**config.mk**
```make
export PLATFORM = sky130hd
export DESIGN_NAME = irq_dispatch4
export DESIGN_NICKNAME = d
export VERILOG_FILES = /design/src/rtl/irq_pkg.sv /design/src/rtl/pri_enc4.sv /design/src/rtl/irq_dispatch4.sv
export SDC_FILE = /design/constraint.sdc
export NUM_CORES = 1
export LEC_CHECK = 0
export BUFFER_PORTS_ARGS = -buffer_cell sky130_fd_sc_hd__buf_2
export CORE_MARGIN = 3
export CORE_UTILIZATION = 45
export DETAILED_ROUTE_END_ITERATION = 7
export PLACE_DENSITY = 0.76
export SLEW_MARGIN = 40
export SYNTH_ARGS = -nofsm -noshare
export SYNTH_HDL_FRONTEND = slang
export SYNTH_SLANG_ARGS = --single-unit
```
**constraint.sdc**
```tcl
create_clock -name clk -period 1.25 [get_ports clk]
set_input_delay 0.1875 -clock clk [delete_from_list [all_inputs] [get_ports clk]]
set_output_delay 0.1875 -clock clk [all_outputs]
set_load 0.01 [all_outputs]
```
**src/rtl/irq_pkg.sv**
```systemverilog
// Shared types and constants for the four-line interrupt dispatcher.
package irq_pkg;

  localparam int NUM_IRQ  = 4;
  localparam int IRQ_ID_W = 2;

  typedef enum logic [1:0] {
    IDLE    = 2'd0,
    PRESENT = 2'd1,
    HOLDOFF = 2'd2
  } disp_state_t;

  function automatic logic [NUM_IRQ-1:0] id_onehot(input logic [IRQ_ID_W-1:0] id);
    logic [NUM_IRQ-1:0] oh;
    oh = '0;
    oh[id] = 1'b1;
    return oh;
  endfunction

endpackage

```
**src/rtl/pri_enc4.sv**
```systemverilog
// Four-input combinational priority encoder; req[3] has the highest priority.
module pri_enc4
  import irq_pkg::*;
(
  input  logic [NUM_IRQ-1:0]  req,
  output logic                any,
  output logic [IRQ_ID_W-1:0] code
);

  always_comb begin
    any  = |req;
    code = 2'b00;
    if (req[3])      code = 2'b11;
    else if (req[2]) code = 2'b10;
    else if (req[1]) code = 2'b01;
  end

endmodule

```
**src/rtl/irq_dispatch4.sv**
```systemverilog
// Captures request edges into sticky pending bits and dispatches the highest
// enabled one over a valid/ack handshake, with a hold-off after each ack.
module irq_dispatch4
  import irq_pkg::*;
#(
  parameter int HOLDOFF_CYC = 1
) (
  input  logic                clk,
  input  logic                rst_n,
  input  logic [NUM_IRQ-1:0]  irq,
  input  logic [NUM_IRQ-1:0]  en,
  input  logic                int_ack,
  input  logic                ovf_clr,
  output logic                int_valid,
  output logic [IRQ_ID_W-1:0] int_id,
  output logic [NUM_IRQ-1:0]  pending,
  output logic [NUM_IRQ-1:0]  ovf
);

  generate
    if (HOLDOFF_CYC < 0 || HOLDOFF_CYC > 15) begin : g_bad_holdoff
      $error("irq_dispatch4: HOLDOFF_CYC must be in 0..15");
    end
  endgenerate

  localparam logic [3:0] HOLD_LOAD = (HOLDOFF_CYC == 0) ? 4'd0 : 4'(HOLDOFF_CYC - 1);

  disp_state_t        state;
  logic [3:0]         hold_cnt;
  logic [NUM_IRQ-1:0] irq_q;
  logic [NUM_IRQ-1:0] rise;
  logic [NUM_IRQ-1:0] ack_clr;
  logic [NUM_IRQ-1:0] ovf_set;
  logic [NUM_IRQ-1:0] pending_nxt;
  logic [NUM_IRQ-1:0] ovf_nxt;
  logic               enc_any;
  logic [IRQ_ID_W-1:0] enc_code;
  logic               ack_take;

  pri_enc4 u_enc (
    .req  (pending & en),
    .any  (enc_any),
    .code (enc_code)
  );

  // A bit being acked this edge is not "already pending" for overflow purposes,
  // and a fresh rise on it overrides the clear.
  always_comb begin
    rise        = irq & ~irq_q;
    ack_take    = (state == PRESENT) && int_ack;
    ack_clr     = ack_take ? id_onehot(int_id) : '0;
    ovf_set     = rise & pending & ~ack_clr;
    pending_nxt = (pending & ~ack_clr) | rise;
    ovf_nxt     = (ovf & {NUM_IRQ{~ovf_clr}}) | ovf_set;
  end

  always_ff @(posedge clk or negedge rst_n) begin
    if (!rst_n) begin
      irq_q   <= '0;
      pending <= '0;
      ovf     <= '0;
    end else begin
      irq_q   <= irq;
      pending <= pending_nxt;
      ovf     <= ovf_nxt;
    end
  end

  always_ff @(posedge clk or negedge rst_n) begin
    if (!rst_n) begin
      state     <= IDLE;
      hold_cnt  <= '0;
      int_valid <= 1'b0;
      int_id    <= '0;
    end else begin
      case (state)
        IDLE: begin
          if (enc_any) begin
            int_id    <= enc_code;
            int_valid <= 1'b1;
            state     <= PRESENT;
          end
        end
        PRESENT: begin
          if (int_ack) begin
            int_valid <= 1'b0;
            if (HOLDOFF_CYC == 0) begin
              state <= IDLE;
            end else begin
              hold_cnt <= HOLD_LOAD;
              state    <= HOLDOFF;
            end
          end
        end
        HOLDOFF: begin
          if (hold_cnt == 4'd0) state <= IDLE;
          else                  hold_cnt <= hold_cnt - 4'd1;
        end
        default: begin
          state     <= IDLE;
          int_valid <= 1'b0;
        end
      endcase
    end
  end

endmodule

```
==> summary.md <==
For this block, the initial DRC count from the detailed router was 4. The repair_antennas step left the layout with diodes totalling 0. The flow ran to the end, and the final reports show no timing, DRC or antenna violations. The peak supply drop was 0.936 mV.

Maximum fanout count along the critical path: 6. After detailed routing, the average wire length per cell comes to 13.1 um. After layout, the worst setup slack is 0.0306 ns. The area of the core region was 1800 um2.

The total track usage was 0.150. After clock tree synthesis, the clock-pin slew on the worst setup and hold paths is 0.11 ns. The number of failing hold endpoints at the final stage is 0, and the sequential area share after synthesis is 0.584. The number of buffers on the longest clock path was 2; the synthesized area per cell was 11.0 um2.

The run gives 0.690 as the max-slew headroom at the worst pin. The cell with the largest stage delay on the worst path is sky130_fd_sc_hd__dfrtp_1. The share of synthesized registers carrying an async set or reset is 1.00. Worst hold path startpoint: ovf_clr. The pre-antenna-repair detailed-routing pass consisted of 4 iterations. 23 I/O pins were placed. For the required time of the worst setup path, the log shows 1.43 ns. For this design the static power due to leakage is 0.000567 uW. The run gives 0 as the count of final max-slew check failures. The worst hold path cell count works out to 2. The final core utilization was 0.653; the total power draw was 2080 uW.

The number of cells on the worst reg-to-reg path is 3. Timing would allow up to 820 MHz. The worst register-to-register path has a setup slack of 0.03 ns. After detailed routing, the total wire length is 1830 um. The fraction of layout cells with a size suffix above 1 was 0.357. The post-placement worst setup slack was 0.0162 ns. sky130_fd_sc_hd__dfrtp_1 takes more of the synthesized area than any other cell. The logs give 0 for the initial antenna violation count and 900 um2 for the combined area of all synthesized cells.

For this run, the slowest stage of the critical path takes 0.43 ns. The tools report the number of levels in the clock H-tree as 1. The commonest register cell after synthesis is sky130_fd_sc_hd__dfrtp_1. During synthesis, Yosys emitted a total of 0 warnings. Once placement completed, the tool counted placed cells totaling 130. Summed over all layers, the global routing overflow is 0. After detailed routing, the number of vias per cell comes to 5.00. The cell area power density is 1770 nW/um2, and the number of max-cap violations is 0. Counting flops with a built-in enable in the synthesized netlist gives 0. The minimum clock period after layout came out at 1.22 ns.

The critical path in this run is classified as register to register. Synthesis produced 82 cells. Clock skew on the completed layout was measured at 0.00348 ns.

The starting utilization of the core area is 0.499, and the horizontal extent of the die is 50.7 um. Walking the worst path, the cells encountered are nand3b_1 > o31ai_2 > o22ai_1. The total of buffers placed on input and output ports works out to 22. In the post-synthesis netlist, the cell with the most instances is sky130_fd_sc_hd__dfrtp_1. The floorplan step defined a die boundary enclosing 2570 um2. For the first-pass GRT wire length, the log shows 2900 um. The total number of placement rows came out at 15.

Clock tree synthesis found a total of 21 sinks. Synthesis inferred 21 register bits. Excluding fillers, the count of instances in the completed layout stands at 140.

In this run the vertical extent of the chip is 50.7 um. The area share of the largest cell type after synthesis was 0.584; the count of final setup violators was 0. Counting the buffers created by CTS gives 3. The detailed router placed 700 vias in this run.

The number of nets handed over by synthesis was 96. In the final design database the tool counted 130 nets. Data on the critical path arrives at its endpoint at 1.40 ns. The commonest cells after synthesis are sky130_fd_sc_hd__dfrtp_1 (21), sky130_fd_sc_hd__nand2_1 (13), sky130_fd_sc_hd__inv_1 (7), sky130_fd_sc_hd__nand2b_1 (5), sky130_fd_sc_hd__o22ai_1 (4). For hold timing, the worst endpoint is ovf[1]$_DFF_PN0_. Detailed placement ended at an HPWL of 1280 um. For this run, design rule violations remaining after detail routing come to 0. The run gives 22 as the largest net degree at the start of global routing. By area the synthesized netlist is led by sky130_fd_sc_hd__dfrtp_1 (58%), sky130_fd_sc_hd__nand2_1 (5.4%), sky130_fd_sc_hd__nand2b_1 (3.5%).

TritonCTS built the clock tree. The tools report the weighted congestion reported at the end of routability-driven placement as 0.752. On the final layout, the worst hold slack is 0.120 ns. The source of the worst register-to-register timing path is state[1]$_DFFE_PN0P_. The number of global-route vias before repair came out at 676. STA classifies the critical path startpoint as a register.

The netlist uses 28 different library cells. The ratio of final minimum period to clock period was 0.976; the slew at the pin closest to its max-slew limit was 0.466 ns. The later-pin clock latency in the skew report was 0.30 ns. The remaining number of nets flagged by the antenna check after routing is 0. The area growth from synthesis to final layout is 30.7%. Type of element capturing the critical path: a register. In this run the critical register-to-register path is captured at ovf[2]$_DFF_PN0_. The path class of the tightest hold or removal check is input port to register.

The tree is rooted in a sky130_fd_sc_hd__clkbuf_4.
[worst max path at each step]
stage	depth (start not counted)	to	start	slack [ns]
after detailed placement	3	state[0]$_DFFE_PN0P_	state[0]$_DFFE_PN0P_	0.02
after global routing	3	ovf[0]$_DFF_PN0_	state[1]$_DFFE_PN0P_	-0.03
final	3	ovf[2]$_DFF_PN0_	state[1]$_DFFE_PN0P_	0.03
after floorplan	3	int_id[0]$_DFFE_PN0P_	state[1]$_DFFE_PN0P_	0.07
after global placement	2	int_id[0]$_DFFE_PN0P_	state[0]$_DFFE_PN0P_	0.05
after CTS	3	ovf[2]$_DFF_PN0_	state[1]$_DFFE_PN0P_	0.02
[cell type report]
cell class,instances,area [um2]
inverter,7,26.3
multi-input combinational,53,383
clock buffer,4,26.3
tap,25,31.3
timing repair buffer,30,183
sequential,21,527
fill,163,626
[where the power goes]
part	switching, uW	internal, uW
logic	395	353
clock network	195	124
registers	162	851
[sequential cells by signal (all words and copies together), names as in the netlist]
register / flops
ovf: 4
pending: 4
int_id: 2
state: 2
int_valid: 1
hold_cnt: 4
irq_q: 4
[cell families (layout without fill, tap and decap cells)]
family / Yosys count / count (layout) / share of synthesized area
adder cells (fa/ha/maj): 2 / 2 / 0.0278
buffers and inverters: 8 / 41 / 0.0348
AO/OA/AOI/OAI: 19 / 19 / 0.146
flip-flops: 21 / 21 / 0.584
AND/OR/NAND/NOR: 29 / 29 / 0.174
multiplexers: 3 / 3 / 0.0334
[metrics by stage]
step	TNS [ns]	instance area, um2
after global placement	0	1050
after floorplan	0	900
after global routing	-0.0526	1180
after CTS	0	1130
final	0	1180
after detailed placement	0	1050
[layer usage]
metal,track usage,share of wire,wire length [um]
met1,0.184,0.43,792
met2,0.259,0.51,926
met3,0.0326,0.043,78
met4,0.0538,0.016,30
met5,0,0,0
[worst max-delay path, delay by kind of cell (launching register included)]
family,cells,cell delay (ns)
AOI/OAI and AO/OA,2,0.40
and+or+nand+nor,1,0.26
DFF,1,0.43
[cells in the final DEF, fill, tap and decap left out]
cell,n
sky130_fd_sc_hd__a21boi_0,1
sky130_fd_sc_hd__a21o_1,1
sky130_fd_sc_hd__a21oi_1,2
sky130_fd_sc_hd__a221o_1,1
sky130_fd_sc_hd__a41oi_1,1
sky130_fd_sc_hd__and2b_2,1
sky130_fd_sc_hd__and4b_1,1
sky130_fd_sc_hd__buf_2,22
sky130_fd_sc_hd__buf_4,3
sky130_fd_sc_hd__clkbuf_1,1
sky130_fd_sc_hd__clkbuf_4,3
sky130_fd_sc_hd__dfrtp_1,20
sky130_fd_sc_hd__dfrtp_2,1
sky130_fd_sc_hd__dlygate4sd3_1,5
sky130_fd_sc_hd__ha_1,1
sky130_fd_sc_hd__ha_4,1
sky130_fd_sc_hd__inv_1,5
sky130_fd_sc_hd__inv_2,2
sky130_fd_sc_hd__mux2i_1,3
sky130_fd_sc_hd__nand2_1,13
sky130_fd_sc_hd__nand2b_1,4
sky130_fd_sc_hd__nand2b_4,1
sky130_fd_sc_hd__nand3b_1,1
sky130_fd_sc_hd__nand4b_1,1
sky130_fd_sc_hd__nor2_1,1
sky130_fd_sc_hd__nor3_1,1
sky130_fd_sc_hd__nor3b_1,1
sky130_fd_sc_hd__o21a_1,1
sky130_fd_sc_hd__o21ai_0,3
sky130_fd_sc_hd__o21ai_4,1
sky130_fd_sc_hd__o21bai_1,1
sky130_fd_sc_hd__o22ai_1,4
sky130_fd_sc_hd__o2bb2ai_1,1
sky130_fd_sc_hd__o31ai_2,2
sky130_fd_sc_hd__or2_2,3
sky130_fd_sc_hd__or2_4,1
[repair_timing]
action	in CTS	in global routing
gates resized for setup	1	10
hold buffers	5	0
endpoints found under the setup margin	2	7
buffers inserted	0	1
pin swaps	0	1
endpoints found under the hold margin	25	0
Power figures use the tool's default switching activity.
